File: config.mk
export PLATFORM = sky130hd
export DESIGN_NAME = truth_table_preimage_finder_flat
export DESIGN_NICKNAME = d
export VERILOG_FILES = /design/src/rtl/truth_table_preimage_finder_if.sv /design/src/rtl/truth_table_preimage_finder.sv /design/src/flat_wrapper.sv
export SDC_FILE = /design/constraint.sdc
export NUM_CORES = 1
export LEC_CHECK = 0
export ABC_AREA = 1
export BUFFER_PORTS_ARGS = -buffer_cell sky130_fd_sc_hd__clkbuf_2
export CAP_MARGIN = 20
export CELL_PAD_IN_SITES_DETAIL_PLACEMENT = 1
export CELL_PAD_IN_SITES_GLOBAL_PLACEMENT = 1
export CORE_ASPECT_RATIO = 2
export CORE_MARGIN = 4
export CORE_UTILIZATION = 35
export DETAILED_ROUTE_END_ITERATION = 6
export PLACE_DENSITY_LB_ADDON = 0.1
export SYNTH_ARGS = -nofsm -noshare
export SYNTH_HDL_FRONTEND = slang
export SYNTH_SLANG_ARGS = --single-unit
File: constraint.sdc
create_clock -name clk -period 4.1 [get_ports clk]
set_input_delay 0.41 -clock clk [delete_from_list [all_inputs] [get_ports clk]]
set_output_delay 0.41 -clock clk [all_outputs]
set_load 0.01 [all_outputs]
File: src/rtl/truth_table_preimage_finder_if.sv
// Handshake bundle between a search requester and the truth-table preimage finder.
// The requester drives start/abort/targets/match_ready; the finder drives the rest.
interface truth_table_preimage_finder_if;
    logic       start;
    logic       abort;
    logic       tgt_f1;
    logic       tgt_f2;
    logic       busy;
    logic       match_valid;
    logic       match_ready;
    logic [3:0] match_abcd;
    logic [4:0] match_count;
    logic       done;

    modport master (
        output start, abort, tgt_f1, tgt_f2, match_ready,
        input  busy, match_valid, match_abcd, match_count, done
    );

    modport slave (
        input  start, abort, tgt_f1, tgt_f2, match_ready,
        output busy, match_valid, match_abcd, match_count, done
    );
endinterface

File: src/rtl/truth_table_preimage_finder.sv
// Walks all 16 {A,B,C,D} inputs of the fixed F1/F2 function pair and streams every
// vector that yields the requested (F1,F2) over a valid/ready handshake.
//
// state | meaning
// IDLE  | waiting for start; outputs idle, match_count holds last result
// SCAN  | evaluating F1/F2 at idx
// HOLD  | match_abcd presented, waiting for match_ready
// DONE  | one-cycle done pulse, then back to IDLE
module truth_table_preimage_finder #(
    parameter bit STOP_ON_FIRST = 1'b0
) (
    input  logic                          clk,
    input  logic                          rst,
    truth_table_preimage_finder_if.slave  bus
);

    typedef enum logic [1:0] {IDLE, SCAN, HOLD, DONE} state_t;

    state_t     state;
    state_t     state_nxt;
    logic [3:0] idx;
    logic       tgt_f1_q;
    logic       tgt_f2_q;
    logic [3:0] abcd_q;
    logic [4:0] count_q;
    logic       f1_eval;
    logic       f2_eval;
    logic       hit;
    logic       last;
    logic       accept;

    // idx bit order is {A,B,C,D}
    assign f2_eval = (~idx[3] & idx[2]) | idx[0];
    assign f1_eval = idx[3] | idx[2] | (idx[0] ^ (~idx[2] & idx[1]));
    assign hit     = (f1_eval == tgt_f1_q) && (f2_eval == tgt_f2_q);
    assign last    = (idx == 4'd15);
    assign accept  = (state == HOLD) && bus.match_ready;

    always_ff @(posedge clk or posedge rst) begin
        if (rst) begin
            state <= IDLE;
        end else begin
            state <= state_nxt;
        end
    end

    always_comb begin
        state_nxt = state;
        if (bus.abort) begin
            state_nxt = IDLE;
        end else begin
            case (state)
                IDLE: if (bus.start) state_nxt = SCAN;
                SCAN: begin
                    if (hit)       state_nxt = HOLD;
                    else if (last) state_nxt = DONE;
                end
                HOLD: begin
                    if (accept) state_nxt = (last || STOP_ON_FIRST) ? DONE : SCAN;
                end
                DONE:    state_nxt = IDLE;
                default: state_nxt = IDLE;
            endcase
        end
    end

    // Abort freezes the datapath so a partial match_count stays visible.
    always_ff @(posedge clk or posedge rst) begin
        if (rst) begin
            idx      <= 4'd0;
            tgt_f1_q <= 1'b0;
            tgt_f2_q <= 1'b0;
            abcd_q   <= 4'd0;
            count_q  <= 5'd0;
        end else if (!bus.abort) begin
            case (state)
                IDLE: begin
                    if (bus.start) begin
                        tgt_f1_q <= bus.tgt_f1;
                        tgt_f2_q <= bus.tgt_f2;
                        idx      <= 4'd0;
                        count_q  <= 5'd0;
                    end
                end
                SCAN: begin
                    if (hit)        abcd_q <= idx;
                    else if (!last) idx    <= idx + 4'd1;
                end
                HOLD: begin
                    if (accept) begin
                        count_q <= count_q + 5'd1;
                        if (!last && !STOP_ON_FIRST) idx <= idx + 4'd1;
                    end
                end
                default: ;
            endcase
        end
    end

    always_comb begin
        bus.busy        = (state != IDLE);
        bus.match_valid = (state == HOLD);
        bus.done        = (state == DONE);
        bus.match_abcd  = abcd_q;
        bus.match_count = count_q;
    end

endmodule

File: src/flat_wrapper.sv
// flat-port wrapper written by rule: the top's interface ports become plain ports
module truth_table_preimage_finder_flat 
#(
    parameter bit STOP_ON_FIRST = 1'b0
)
  (clk, rst, bus_start, bus_abort, bus_tgt_f1, bus_tgt_f2, bus_match_ready, bus_busy, bus_match_valid, bus_match_abcd, bus_match_count, bus_done);
  truth_table_preimage_finder_if bus_i ();
  input  logic clk;
  input  logic rst;
  input wire logic [$bits(bus_i.start)-1:0] bus_start;
  input wire logic [$bits(bus_i.abort)-1:0] bus_abort;
  input wire logic [$bits(bus_i.tgt_f1)-1:0] bus_tgt_f1;
  input wire logic [$bits(bus_i.tgt_f2)-1:0] bus_tgt_f2;
  input wire logic [$bits(bus_i.match_ready)-1:0] bus_match_ready;
  output wire logic [$bits(bus_i.busy)-1:0] bus_busy;
  output wire logic [$bits(bus_i.match_valid)-1:0] bus_match_valid;
  output wire logic [$bits(bus_i.match_abcd)-1:0] bus_match_abcd;
  output wire logic [$bits(bus_i.match_count)-1:0] bus_match_count;
  output wire logic [$bits(bus_i.done)-1:0] bus_done;
  assign bus_i.start = bus_start;
  assign bus_i.abort = bus_abort;
  assign bus_i.tgt_f1 = bus_tgt_f1;
  assign bus_i.tgt_f2 = bus_tgt_f2;
  assign bus_i.match_ready = bus_match_ready;
  assign bus_busy = bus_i.busy;
  assign bus_match_valid = bus_i.match_valid;
  assign bus_match_abcd = bus_i.match_abcd;
  assign bus_match_count = bus_i.match_count;
  assign bus_done = bus_i.done;
  truth_table_preimage_finder #(.STOP_ON_FIRST(STOP_ON_FIRST)) u_core (.clk(clk), .rst(rst), .bus(bus_i));
endmodule
==> metrics.md, run 1 <==
| Metric | Value |
|---|---|
| VDD IR max | `0.342 mV` |
| PD cells | `593 mW/mm^2` |
| Setup tns final | `0 ns` |
| Crit end category | `flip-flop` |
| RSZ-0062 raised after global routing | `no` |
| Drt first-iter violations | `19` |
| Root Driver | `clkbuf_8` |
| Reg2reg setup slack | `2.30 ns` |
| Worst r2r dst | `u_core.bus.match_count[3]$_DFFE_PP0P_` |
| Routed wire per std cell | `13.8 um` |
| DIE AREA | `0.00398 sq mm` |
| PnR worst setup slack | `2.30 ns` |
| CTS tree | `yes` |
| Gr usage total | `14.0%` |
| RR Startpoint | `u_core.state[0]$_DFFE_PP0P_` |
| Final Skew | `0.00104 ns` |
| Reg2Reg Depth | `10` |
| Syn Nets | `142` |
| DRT Wirelength | `2.49 mm` |
| Total power | `722 uW` |
| Reg clk slew, reported paths | `0.07 ns` |
| Hold Worst Slack | `0.224 ns` |
| Final Cycle Share | `43.9%` |
| Sink Count | `17` |
| Avg Cell Area, Syn | `8.11 sq um` |
| Outcome | `finished clean` |
| Post-synth cell types | `25` |
| Commonest non-fill, non-tap cell in the layout | `nand2_1` |
| Post-layout minimum cycle time | `1.80 ns` |
| Post-CTS sizing | `0` |
| Slew Limit Headroom | `55.6%` |
| Die Y | `85.3 um` |
| Post-synthesis adder-cell area fraction | `7.18%` |
| Share of cells above drive strength 1 | `26.5%` |
| Num CTS Buffers | `3` |
| Vias | `926` |
| Clock buffer depth | `2` |
| Setup crit start | `u_core.state[0]$_DFFE_PP0P_` |
| CTS Hold Bufs | `0` |
| Most frequent cells in the layout | `nand2_1, clkbuf_2, dfrtp_1, inv_1, nand3_1` |
| Seq/Total Area, Yosys | `40.7%` |
| Die span in x | `46.7 um` |
| First-pass GRT wire length | `4.08 mm` |
| Startpoint Class | `flip-flop` |
| Initial antenna violation count | `0` |
| Global route overflow | `0` |
| Antenna cells | `0` |
| Area growth syn-to-layout | `16.4%` |
| Worst hold path type | `input pin to async pin` |
| Gate Count Post-Synth | `129` |
| Remaining antenna violation count after routing | `0` |
| Mux contribution to synthesized area | `0%` |
| Flip-flop and latch count after synthesis | `17` |
| Critical path class | `flip-flop to flip-flop` |
| Detailed Routing Iterations Pass 1 | `3` |
| Max Cap Viol | `0` |
| Initial core utilization | `37.3%` |
| Yosys warning count | `0` |
| H-Tree Depth | `1` |
| I/O pin count | `19` |
| Final setup viols | `0` |
| Largest family of logic cells by synthesized area | `simple AND/OR/NAND/NOR gates` |
| # rows | `27` |
| Mapped Area | `0.00105 sq mm` |
| Fin. Hold Viols | `0` |
| Leakage power | `0.000623 uW` |
| Slew Viols, Final | `0` |
| Clock latency on the worst-skew pair | `0.25 ns` |
| DP HPWL | `2.06 mm` |
| Synth Area in Compound Gates | `12.9%` |
| Critical Path RT | `4.24 ns` |
| Crit-path max FO | `7` |
| CP Data Arrival Time | `1.94 ns` |
| Vias in the first global route | `932` |
| Vias/cell | `5.14` |
| Layout net count | `165` |
| Port bufs | `18` |
| Simple-Gate Fraction of Synth Area | `28.7%` |
| Pre-CTS setup slack | `2.30 ns` |
| Slew @ Worst Pin | `0.665 ns` |
| RePlAce Congestion | `0.770` |
| Post-CTS Setup Inserts | `0` |
| XOR/XNOR Fraction of Synth Area | `2.51%` |
| Largest net degree at the start of global routing | `18` |
| Core area | `0.00280 sq mm` |
| Critical Path Sink | `u_core.bus.match_count[3]$_DFFE_PP0P_` |
| Fmax | `0.556 GHz` |
| Drc violations | `0` |
flip-flops by register name, indices dropped and copies added (netlist names):
register	flops
u_core.bus.match_count	5
u_core.bus.match_abcd	4
u_core.idx	4
u_core.state	2
u_core.tgt_f1_q	1
u_core.tgt_f2_q	1
cell usage after synthesis:
cell	instances	area share (%)
o21ai_2	1	0.84
nand3_2	1	0.96
o21ai_0	8	3.8
a21oi_1	2	0.96
nand3_1	12	5.7
nand4_1	1	0.60
nor3_4	1	1.6
dfrtp_1	17	41
a21oi_2	1	0.84
a21oi_4	1	1.6
nand3_4	1	1.7
xor2_1	3	2.5
nand2_4	1	1.1
nor3_1	1	0.48
a31o_2	1	0.84
or2_2	1	0.60
ha_1	6	7.2
nand2_1	32	11
inv_2	4	1.4
o21ai_1	6	2.9
nor2_1	6	2.2
o22ai_2	1	1.2
nand2_2	4	2.4
clkinv_4	1	0.84
inv_1	16	5.7
worst min path at each step:
stage | startpoint | endpoint | slack [ns] | cells past startpoint
after floorplan | rst | u_core.bus.match_abcd[0]$_DFFE_PP0P_ | 0.34 | 1
after global placement | u_core.bus.match_abcd[1]$_DFFE_PP0P_ | u_core.bus.match_abcd[1]$_DFFE_PP0P_ | 0.47 | 2
after detailed placement | u_core.bus.match_abcd[1]$_DFFE_PP0P_ | u_core.bus.match_abcd[1]$_DFFE_PP0P_ | 0.47 | 2
after CTS | rst | u_core.bus.match_count[3]$_DFFE_PP0P_ | 0.25 | 2
after global routing | rst | u_core.bus.match_count[3]$_DFFE_PP0P_ | 0.29 | 2
final | rst | u_core.bus.match_count[3]$_DFFE_PP0P_ | 0.22 | 2
logic make-up after synthesis:
group | count (synthesis)
XOR/XNOR | 3
adder cells (fa/ha/maj) | 6
flip-flops | 17
buffers and inverters | 21
AO/OA/AOI/OAI | 21
AND/OR/NAND/NOR | 61
worst max-delay path, cell delays in order, from the launching register on:
cell     delay, ns
dfrtp_1       0.42
inv_1         0.12
ha_1          0.31
inv_2         0.14
o22ai_2       0.09
inv_2         0.07
nand2_2       0.10
a21oi_4       0.23
inv_2         0.08
nand2_1       0.06
o21ai_1       0.06
per-stage QoR:
stage / cell area (sq um) / util, % / std cells
floorplan: 1050 / - / 129
global placement: 1170 / 41.8 / 176
CTS: 1220 / 43.4 / 180
global route: 1220 / 43.4 / 180
finish: 1220 / 43.4 / 180
detailed placement: 1170 / 41.8 / 176
report_power, final:
group | switching (uW) | internal (uW)
logic | 241 | 118
registers | 33.0 | 202
clock network | 57.9 | 69.1
final cells by class:
| cell class | count | area (sq um) |
|---|---|---|
| fillers | 365 | 1590 |
| multi-input cells | 91 | 537 |
| flip-flops and latches | 17 | 425 |
| repair buffers | 18 | 90.1 |
| inverters | 21 | 83.8 |
| clock buffers | 4 | 45.0 |
| well taps | 29 | 36.3 |
routing by layer:
layer,share of wire (%),vias up,global-route usage (%)
li1,-,454,-
met1,36,449,14.1
met2,56,17,24.6
met3,3.8,6,1.91
met4,3.7,0,9.07
met5,0,-,0
Power figures use the tool's default switching activity.
==> run 2: changes to the inputs <==
Clock period 4.1 ns to 1.5 ns, I/O delays scaled along.
==> run 2 against run 1 <==
Combinational power grew to 3.7 times the previous value. Hold slack lost 0.084 ns. Count of clock-buffer cells in the layout decreased by 1. Sequential power increased to 2.7 times the previous value. Sequential share of layout area shrank 3.8 points. Largest power group unchanged.
==> metrics.md, run 2 (same netlist as run 1, synthesis figures left out) <==
| Metric | Value |
|---|---|
| Area growth syn-to-layout | `31.0%` |
| Critical path class | `flip-flop to flip-flop` |
| Setup crit start | `u_core.state[1]$_DFFE_PP0P_` |
| Critical path, cell by cell | `inv_4 -> ha_4 -> inv_2 -> o22ai_2 -> inv_2 -> nand2_4 -> a21oi_4 -> inv_2 -> nand2_2 -> o21ai_1` |
| Crit-path slowest cell | `dfrtp_2` |
| Reg clk slew, reported paths | `0.07 ns (about the same)` |
| DP HPWL | `2.14 mm (+4.1%)` |
| Final Cycle Share | `98.0% (+54 points)` |
| Vias | `967 (+4.4%)` |
| RSZ-0062 raised after global routing | `yes` |
| Leakage power | `0.000700 uW (+12%)` |
| Reg2reg setup slack | `0.03 ns (-2.27 ns)` |
| Critical Path Sink | `u_core.bus.match_count[4]$_DFFE_PP0P_` |
| # rows | `27 (unchanged)` |
| Post-layout minimum cycle time | `1.47 ns (-0.329 ns)` |
| PD cells | `1700 mW/mm^2 (+190%)` |
| Port bufs | `18 (unchanged)` |
| Pint | `1300 uW (+230%)` |
| CP dominant cell by count | `inv_2` |
| Slew Limit Headroom | `84.6% (+29 points)` |
| Initial core utilization | `37.3% (unchanged)` |
| DRT Wirelength | `2.77 mm (+11%)` |
| Clock buffer depth | `2 (unchanged)` |
| H-Tree Depth | `1 (unchanged)` |
| Drt first-iter violations | `7 (-12)` |
| Reg2Reg Depth | `10 (unchanged)` |
| Routed wire per std cell | `14.2 um (+2.8%)` |
| CP Data Arrival Time | `1.61 ns (-0.33 ns)` |
| Critical Path RT | `1.64 ns (-2.60 ns)` |
| Vias/cell | `4.96 (-3.6%)` |
| Slew @ Worst Pin | `0.231 ns (-0.434 ns)` |
| Fmax | `0.680 GHz (+22%)` |
| Final Skew | `0.00121 ns (+0.000171 ns)` |
| Largest net degree at the start of global routing | `18 (unchanged)` |
| Num CTS Buffers | `3 (unchanged)` |
| Antenna cells | `0 (unchanged)` |
| Share of cells above drive strength 1 | `37.3% (+11 points)` |
| RePlAce Congestion | `0.842 (+9.5%)` |
| I/O pin count | `19 (unchanged)` |
| RR Startpoint | `u_core.state[1]$_DFFE_PP0P_` |
| Worst r2r dst | `u_core.bus.match_count[4]$_DFFE_PP0P_` |
| Placed instance count | `186 (+5.7%)` |
| Sink Count | `17 (unchanged)` |
| Die span in x | `46.7 um (unchanged)` |
| Die Y | `85.3 um (unchanged)` |
| Fill cell count | `362 (-0.82%)` |
| Most frequent cells in the layout | `nand2_1, clkbuf_2, dfrtp_1, buf_4, inv_1` |
| Final setup viols | `0 (unchanged)` |
| Hold Path Cell Cnt | `3` |
| Vias in the first global route | `1016 (+9.0%)` |
| Global route overflow | `0 (unchanged)` |
| Slowest stage delay, CP | `0.43 ns (about the same)` |
| DIE AREA | `0.00398 sq mm (unchanged)` |
| Max Cap Viol | `0 (unchanged)` |
| Initial antenna violation count | `0 (unchanged)` |
| Sw frac | `44.1% (-2.0 points)` |
| Clock group share of total power | `15.1% (-2.5 points)` |
| Core area | `0.00280 sq mm (unchanged)` |
| Fin. Hold Viols | `0 (unchanged)` |
| Crit-path max FO | `7 (unchanged)` |
| CTS tree | `yes` |
| Startpoint Class | `flip-flop` |
| Outcome | `finished clean` |
| Crit end category | `flip-flop` |
| Comb power frac | `57.2% (+7.4 points)` |
| First-pass GRT wire length | `4.65 mm (+14%)` |
| Drc violations | `0 (unchanged)` |
| Hold Worst Slack | `0.140 ns (-0.0841 ns)` |
| Gr usage total | `15.9% (+1.9 points)` |
| Slew Viols, Final | `0 (unchanged)` |
| Max FFs per register | `5 (unchanged)` |
| Detailed Routing Iterations Pass 1 | `2 (-1)` |
| Cell Count, Final, Fillers Out | `195 (+8.3%)` |
| VDD IR max | `0.905 mV (+160%)` |
| Layout net count | `180 (+9.1%)` |
| Flop pwr share | `27.8% (-4.8 points)` |
| Worst hold path type | `input pin to flip-flop` |
| Clock latency on the worst-skew pair | `0.25 ns (about the same)` |
| P_sw | `1030 uW (+210%)` |
| Remaining antenna violation count after routing | `0 (unchanged)` |
| Root Driver | `clkbuf_8` |
| Commonest non-fill, non-tap cell in the layout | `nand2_1` |
## run 2: cell count changes in the layout (fill, tap and decap cells not counted), moves of 2 or more
cell	delta
buf_4	+14
ha_1	-2
ha_4	+2
inv_1	-3
inv_2	+2
## run 2: repair_timing
item / CTS / global route
hold buffers: 1 / 0
buffers inserted: 1 / 3
gates cloned: 0 / 0
pin swaps: 0 / 0
gates resized for setup: 3 / 5
hold endpoints to repair: 17 / 0
endpoints found under the setup margin: 9 / 14
## run 2: power groups by stage
stage | sequential, uW | clock (uW) | combinational [uW]
after CTS | 634 | 362 | 1250
after global placement | 628 | 0 | 1140
after floorplan | 647 | 0 | 748
after global routing | 658 | 387 | 1490
after detailed placement | 639 | 0 | 1180
final | 646 | 351 | 1330
## run 2: worst min-delay path by stage
stage,start,to,slack (ns)
after floorplan,rst,u_core.bus.match_abcd[0]$_DFFE_PP0P_,0.08
after global placement,rst,u_core.bus.match_abcd[1]$_DFFE_PP0P_,0.15
after detailed placement,rst,u_core.bus.match_abcd[2]$_DFFE_PP0P_,0.17
after CTS,bus_tgt_f1,u_core.tgt_f1_q$_DFFE_PP0P_,0.14
after global routing,bus_tgt_f1,u_core.tgt_f1_q$_DFFE_PP0P_,0.15
final,bus_tgt_f1,u_core.tgt_f1_q$_DFFE_PP0P_,0.14
## run 2: layout make-up
type / count / area [sq um] / share of cell area, %
Multi-Input combinational cell: 91 / 569 / 41.6
Tap cell: 29 / 36.3 / 2.65
Clock inverter: 1 / 5.00 / 0.365
Sequential cell: 17 / 427 / 31.1
Timing Repair Buffer: 33 / 205 / 15.0
Clock buffer: 3 / 41.3 / 3.01
Inverter: 21 / 86.3 / 6.30
## run 2: routing by layer
| metal | global-route usage [%] | routed length [um] | up-vias |
|---|---|---|---|
| met5 | 0 | 0 | - |
| met4 | 6.05 | 48 | 0 |
| met3 | 2.34 | 76 | 5 |
| met2 | 28.4 | 1650 | 12 |
| met1 | 17.6 | 998 | 460 |
| li1 | - | - | 490 |
## run 2: per-stage QoR
| stage | util (%) | total power (uW) | instance area [sq um] | setup TNS, ns | worst slack (ns) |
|---|---|---|---|---|---|
| after floorplan | - | 1400 | 1050 | 0 | 0.00767 |
| after global placement | 44.6 | 1770 | 1250 | 0 | 0.0552 |
| after detailed placement | 44.6 | 1820 | 1250 | -0.0602 | -0.0445 |
| after CTS | 47.1 | 2240 | 1320 | 0 | 0.00297 |
| after global routing | 48.9 | 2540 | 1370 | -0.433 | -0.0769 |
| final | 48.9 | 2330 | 1370 | 0 | 0.0304 |
## run 2: critical path: cells and delay by family (launching register included)
family,cells,cell delay [ns]
adders and majority gates,1,0.16
buffers and inverters,4,0.29
AOI/OAI and AO/OA,3,0.34
and+or+nand+nor,2,0.13
DFF,1,0.43
==> run 3: changes to the inputs <==
Settings changed: ABC_AREA 1 to default.
==> run 3 against run 2 <==
The flow now finishes with violations (setup timing). Clock power is 3% higher. Hold slack worse by 0.019 ns. Synthesized cell count is 17% lower. Synthesized area is 4.2% higher. Via count is 5.0% higher. First-iteration DRC count is 14% lower. Global-route usage is 2.3 points higher. Clock skew is 0.0010 ns higher. Flip-flop and latch count stayed put. Fmax is 22% lower. Die area is 3.6% higher.
==> metrics.md, run 3 <==
| Metric | Value |
|---|---|
| Syn Nets | `120 (-15%)` |
| DP HPWL | `2.46 mm (+15%)` |
| CTS tree | `yes` |
| Detailed Routing Iterations Pass 1 | `4 (+2)` |
| Reg clk slew, reported paths | `0.07 ns (about the same)` |
| Critical path class | `flip-flop to flip-flop` |
| Clock latency on the worst-skew pair | `0.26 ns (about the same)` |
| RePlAce Congestion | `0.848 (+0.68%)` |
| I/O pin count | `19 (unchanged)` |
| Total power | `2840 uW (+22%)` |
| Routed wire per std cell | `17.0 um (+20%)` |
| Max Cap Viol | `0 (unchanged)` |
| XOR/XNOR Fraction of Synth Area | `0.804% (-1.7 points)` |
| Commonest non-fill, non-tap cell in the layout | `buf_4` |
| Simple-Gate Fraction of Synth Area | `20.8% (-7.9 points)` |
| Crit end category | `flip-flop` |
| Area growth syn-to-layout | `51.9%` |
| Slew @ Worst Pin | `0.349 ns (+0.119 ns)` |
| Max FFs per register | `5 (unchanged)` |
| Final setup viols | `15 (+15)` |
| H-Tree Depth | `1 (unchanged)` |
| # rows | `28 (+3.7%)` |
| Num CTS Buffers | `3 (unchanged)` |
| Crit-path max FO | `3 (-4)` |
| Avg Cell Area, Syn | `10.2 sq um (+26%)` |
| Largest net degree at the start of global routing | `18 (unchanged)` |
| Vias in the first global route | `1118 (+10%)` |
| Initial antenna violation count | `0 (unchanged)` |
| Global route overflow | `0 (unchanged)` |
| Post-synthesis adder-cell area fraction | `6.89% (-0.29 points)` |
| DRT Wirelength | `3.26 mm (+18%)` |
| Yosys warning count | `0 (unchanged)` |
| Fmax | `0.527 GHz (-22%)` |
| Mapped Area | `0.00109 sq mm (+4.2%)` |
| Failing checks | `setup timing` |
| Synth area leaders | `dfrtp_1, ha_1, mux2_2, nand2_1, nand3_1` |
| Synth Flop Type | `dfrtp_1` |
| Vias/cell | `5.29 (+6.6%)` |
| Layout net count | `176 (-2.2%)` |
| Final Cycle Share | `126% (+28 points)` |
| DIE AREA | `0.00412 sq mm (+3.6%)` |
| Fin. Hold Viols | `0 (unchanged)` |
| Core area | `0.00298 sq mm (+6.2%)` |
| Port bufs | `18 (unchanged)` |
| CP Data Arrival Time | `2.04 ns (+0.43 ns)` |
| Cell Count, Final, Fillers Out | `192 (-1.5%)` |
| Post-synth cell types | `36 (+44%)` |
| VDD IR max | `1.03 mV (+14%)` |
| Setup tns final | `-3.28 ns (-3.28 ns)` |
| Drc violations | `0 (unchanged)` |
| PD cells | `1720 mW/mm^2 (+0.94%)` |
| Reg2reg setup slack | `-0.40 ns (-0.43 ns)` |
| Async SR Flop Fraction | `100% (unchanged)` |
| Sink Count | `17 (unchanged)` |
| RSZ-0062 raised after global routing | `yes` |
| Seq/Total Area, Yosys | `39.0% (-1.6 points)` |
| Placed instance count | `176 (-5.4%)` |
| Leakage power | `0.000790 uW (+13%)` |
| Remaining antenna violation count after routing | `0 (unchanged)` |
| Synth top cells by count | `dfrtp_1, nand2_1, inv_1` |
| Clock buffer depth | `2 (unchanged)` |
| Worst hold path type | `input pin to flip-flop` |
| Top cell type's share of synthesized area | `39.0% (-1.6 points)` |
| Most common cell in the netlist | `dfrtp_1` |
| Mux contribution to synthesized area | `9.07% (+9.1 points)` |
| Die span in x | `47.5 um (+1.7%)` |
| Pre-CTS setup slack | `-0.383 ns (-0.338 ns)` |
| Gr usage total | `18.2% (+2.3 points)` |
| Synth Area in Compound Gates | `18.5% (+5.6 points)` |
| Root Driver | `clkbuf_8` |
| Area leader, netlist | `dfrtp_1` |
| Post-synth EDFFs | `0 (unchanged)` |
| Flip-flop and latch count after synthesis | `17 (unchanged)` |
| Slew Viols, Final | `0 (unchanged)` |
| Largest family of logic cells by synthesized area | `simple AND/OR/NAND/NOR gates` |
| Share of cells above drive strength 1 | `58.6% (+21 points)` |
| Fill cell count | `339 (-6.4%)` |
| Critical Path RT | `1.64 ns (about the same)` |
| PnR worst setup slack | `-0.396 ns (-0.426 ns)` |
| Post-layout minimum cycle time | `1.90 ns (+0.426 ns)` |
| Vias | `1015 (+5.0%)` |
| Gate Count Post-Synth | `107 (-17%)` |
| Final Skew | `0.00224 ns (+0.00103 ns)` |
| Startpoint Class | `flip-flop` |
| Die Y | `86.9 um (+1.9%)` |
| Outcome | `finished with violations` |
| First-pass GRT wire length | `5.33 mm (+15%)` |
| Slew Limit Headroom | `76.7% (-7.9 points)` |
| Most frequent cells in the layout | `buf_4, clkbuf_2, dfrtp_1, nand2_1, mux2_2` |
| Initial core utilization | `36.6% (-0.71 points)` |
| Antenna cells | `0 (unchanged)` |
| Drt first-iter violations | `6 (-1)` |
## run 3: cell types whose count changed after synthesis, moves of 3 or more
cell and change:
nand2_2 -4, o21ai_1 -6, nor2_1 -3, inv_1 -7, nand3_1 -5, nand2_1 -18, nor2b_1 +3, inv_2 -4
o31ai_1 +3, o21ai_0 -3, mux2_2 +6, buf_2 +4, xor2_1 -3
## run 3: through the flow
step	util (%)	hold slack, ns	cell area (sq um)
floorplan	-	0.0761	1140
global route	55.6	0.132	1660
CTS	51.1	0.126	1520
detailed placement	47.9	0.168	1430
finish	55.6	0.122	1660
global placement	47.9	0.159	1430
## run 3: worst max-delay path: stages (launching register included)
cell and delay (ns):
dfrtp_1 0.41, inv_2 0.14, ha_4 0.22, a41o_1 0.25, nor4_4 0.19, a21boi_4 0.25, mux2_4 0.31
## run 3: logic make-up after synthesis
group | after synthesis
xor gates and xnor gates | 1
adders and majority gates | 6
DFF | 17
and+or+nand+nor | 39
AOI/OAI and AO/OA | 22
muxes | 9
buffers and inverters | 13
## run 3: path summary, 6_finish.rpt
path,startpoint,to,depth (start not counted)
setup / recovery,u_core.state[0]$_DFFE_PP0P_,u_core.idx[0]$_DFFE_PP0P_,6
setup reg to reg,u_core.state[0]$_DFFE_PP0P_,u_core.idx[0]$_DFFE_PP0P_,6
max in group asynchronous,rst,u_core.state[1]$_DFFE_PP0P_,4
hold reg to reg,u_core.bus.match_count[4]$_DFFE_PP0P_,u_core.bus.match_count[4]$_DFFE_PP0P_,1
hold / removal,bus_tgt_f2,u_core.tgt_f2_q$_DFFE_PP0P_,2
min in group asynchronous,rst,u_core.bus.match_count[4]$_DFFE_PP0P_,4
## run 3: final cells by class
class,instances,area [sq um],share of cell area (%)
tap,30,37.5,2.27
clock inverter,1,7.51,0.454
sequential,17,430,26.0
multi-input combinational,77,713,43.1
timing repair buffer,55,392,23.7
clock buffer,3,41.3,2.49
inverter,9,33.8,2.04
## run 3: power breakdown
| part | total (uW) | leakage [uW] | internal [uW] | switching, uW |
|---|---|---|---|---|
| combinational | 1750 | 0.000545 | 949 | 804 |
| sequential | 726 | 0.000223 | 575 | 150 |
| clock | 362 | 0.0000217 | 187 | 174 |
## run 3: repair_timing
item,4_1_cts,5_1_grt
hold endpoints to repair,17,0
setup endpoints to repair,15,16
hold buffers,1,0
buffers inserted,2,9
pin swaps,0,7
resized for setup,9,18
## run 3: layer usage
layer	GRT usage (%)	part of all wire, %	up-vias
li1	-	-	490
met1	17.3	32	497
met2	33.6	61	17
met3	2.28	2.2	11
met4	10.3	4.4	0
met5	0	0	-
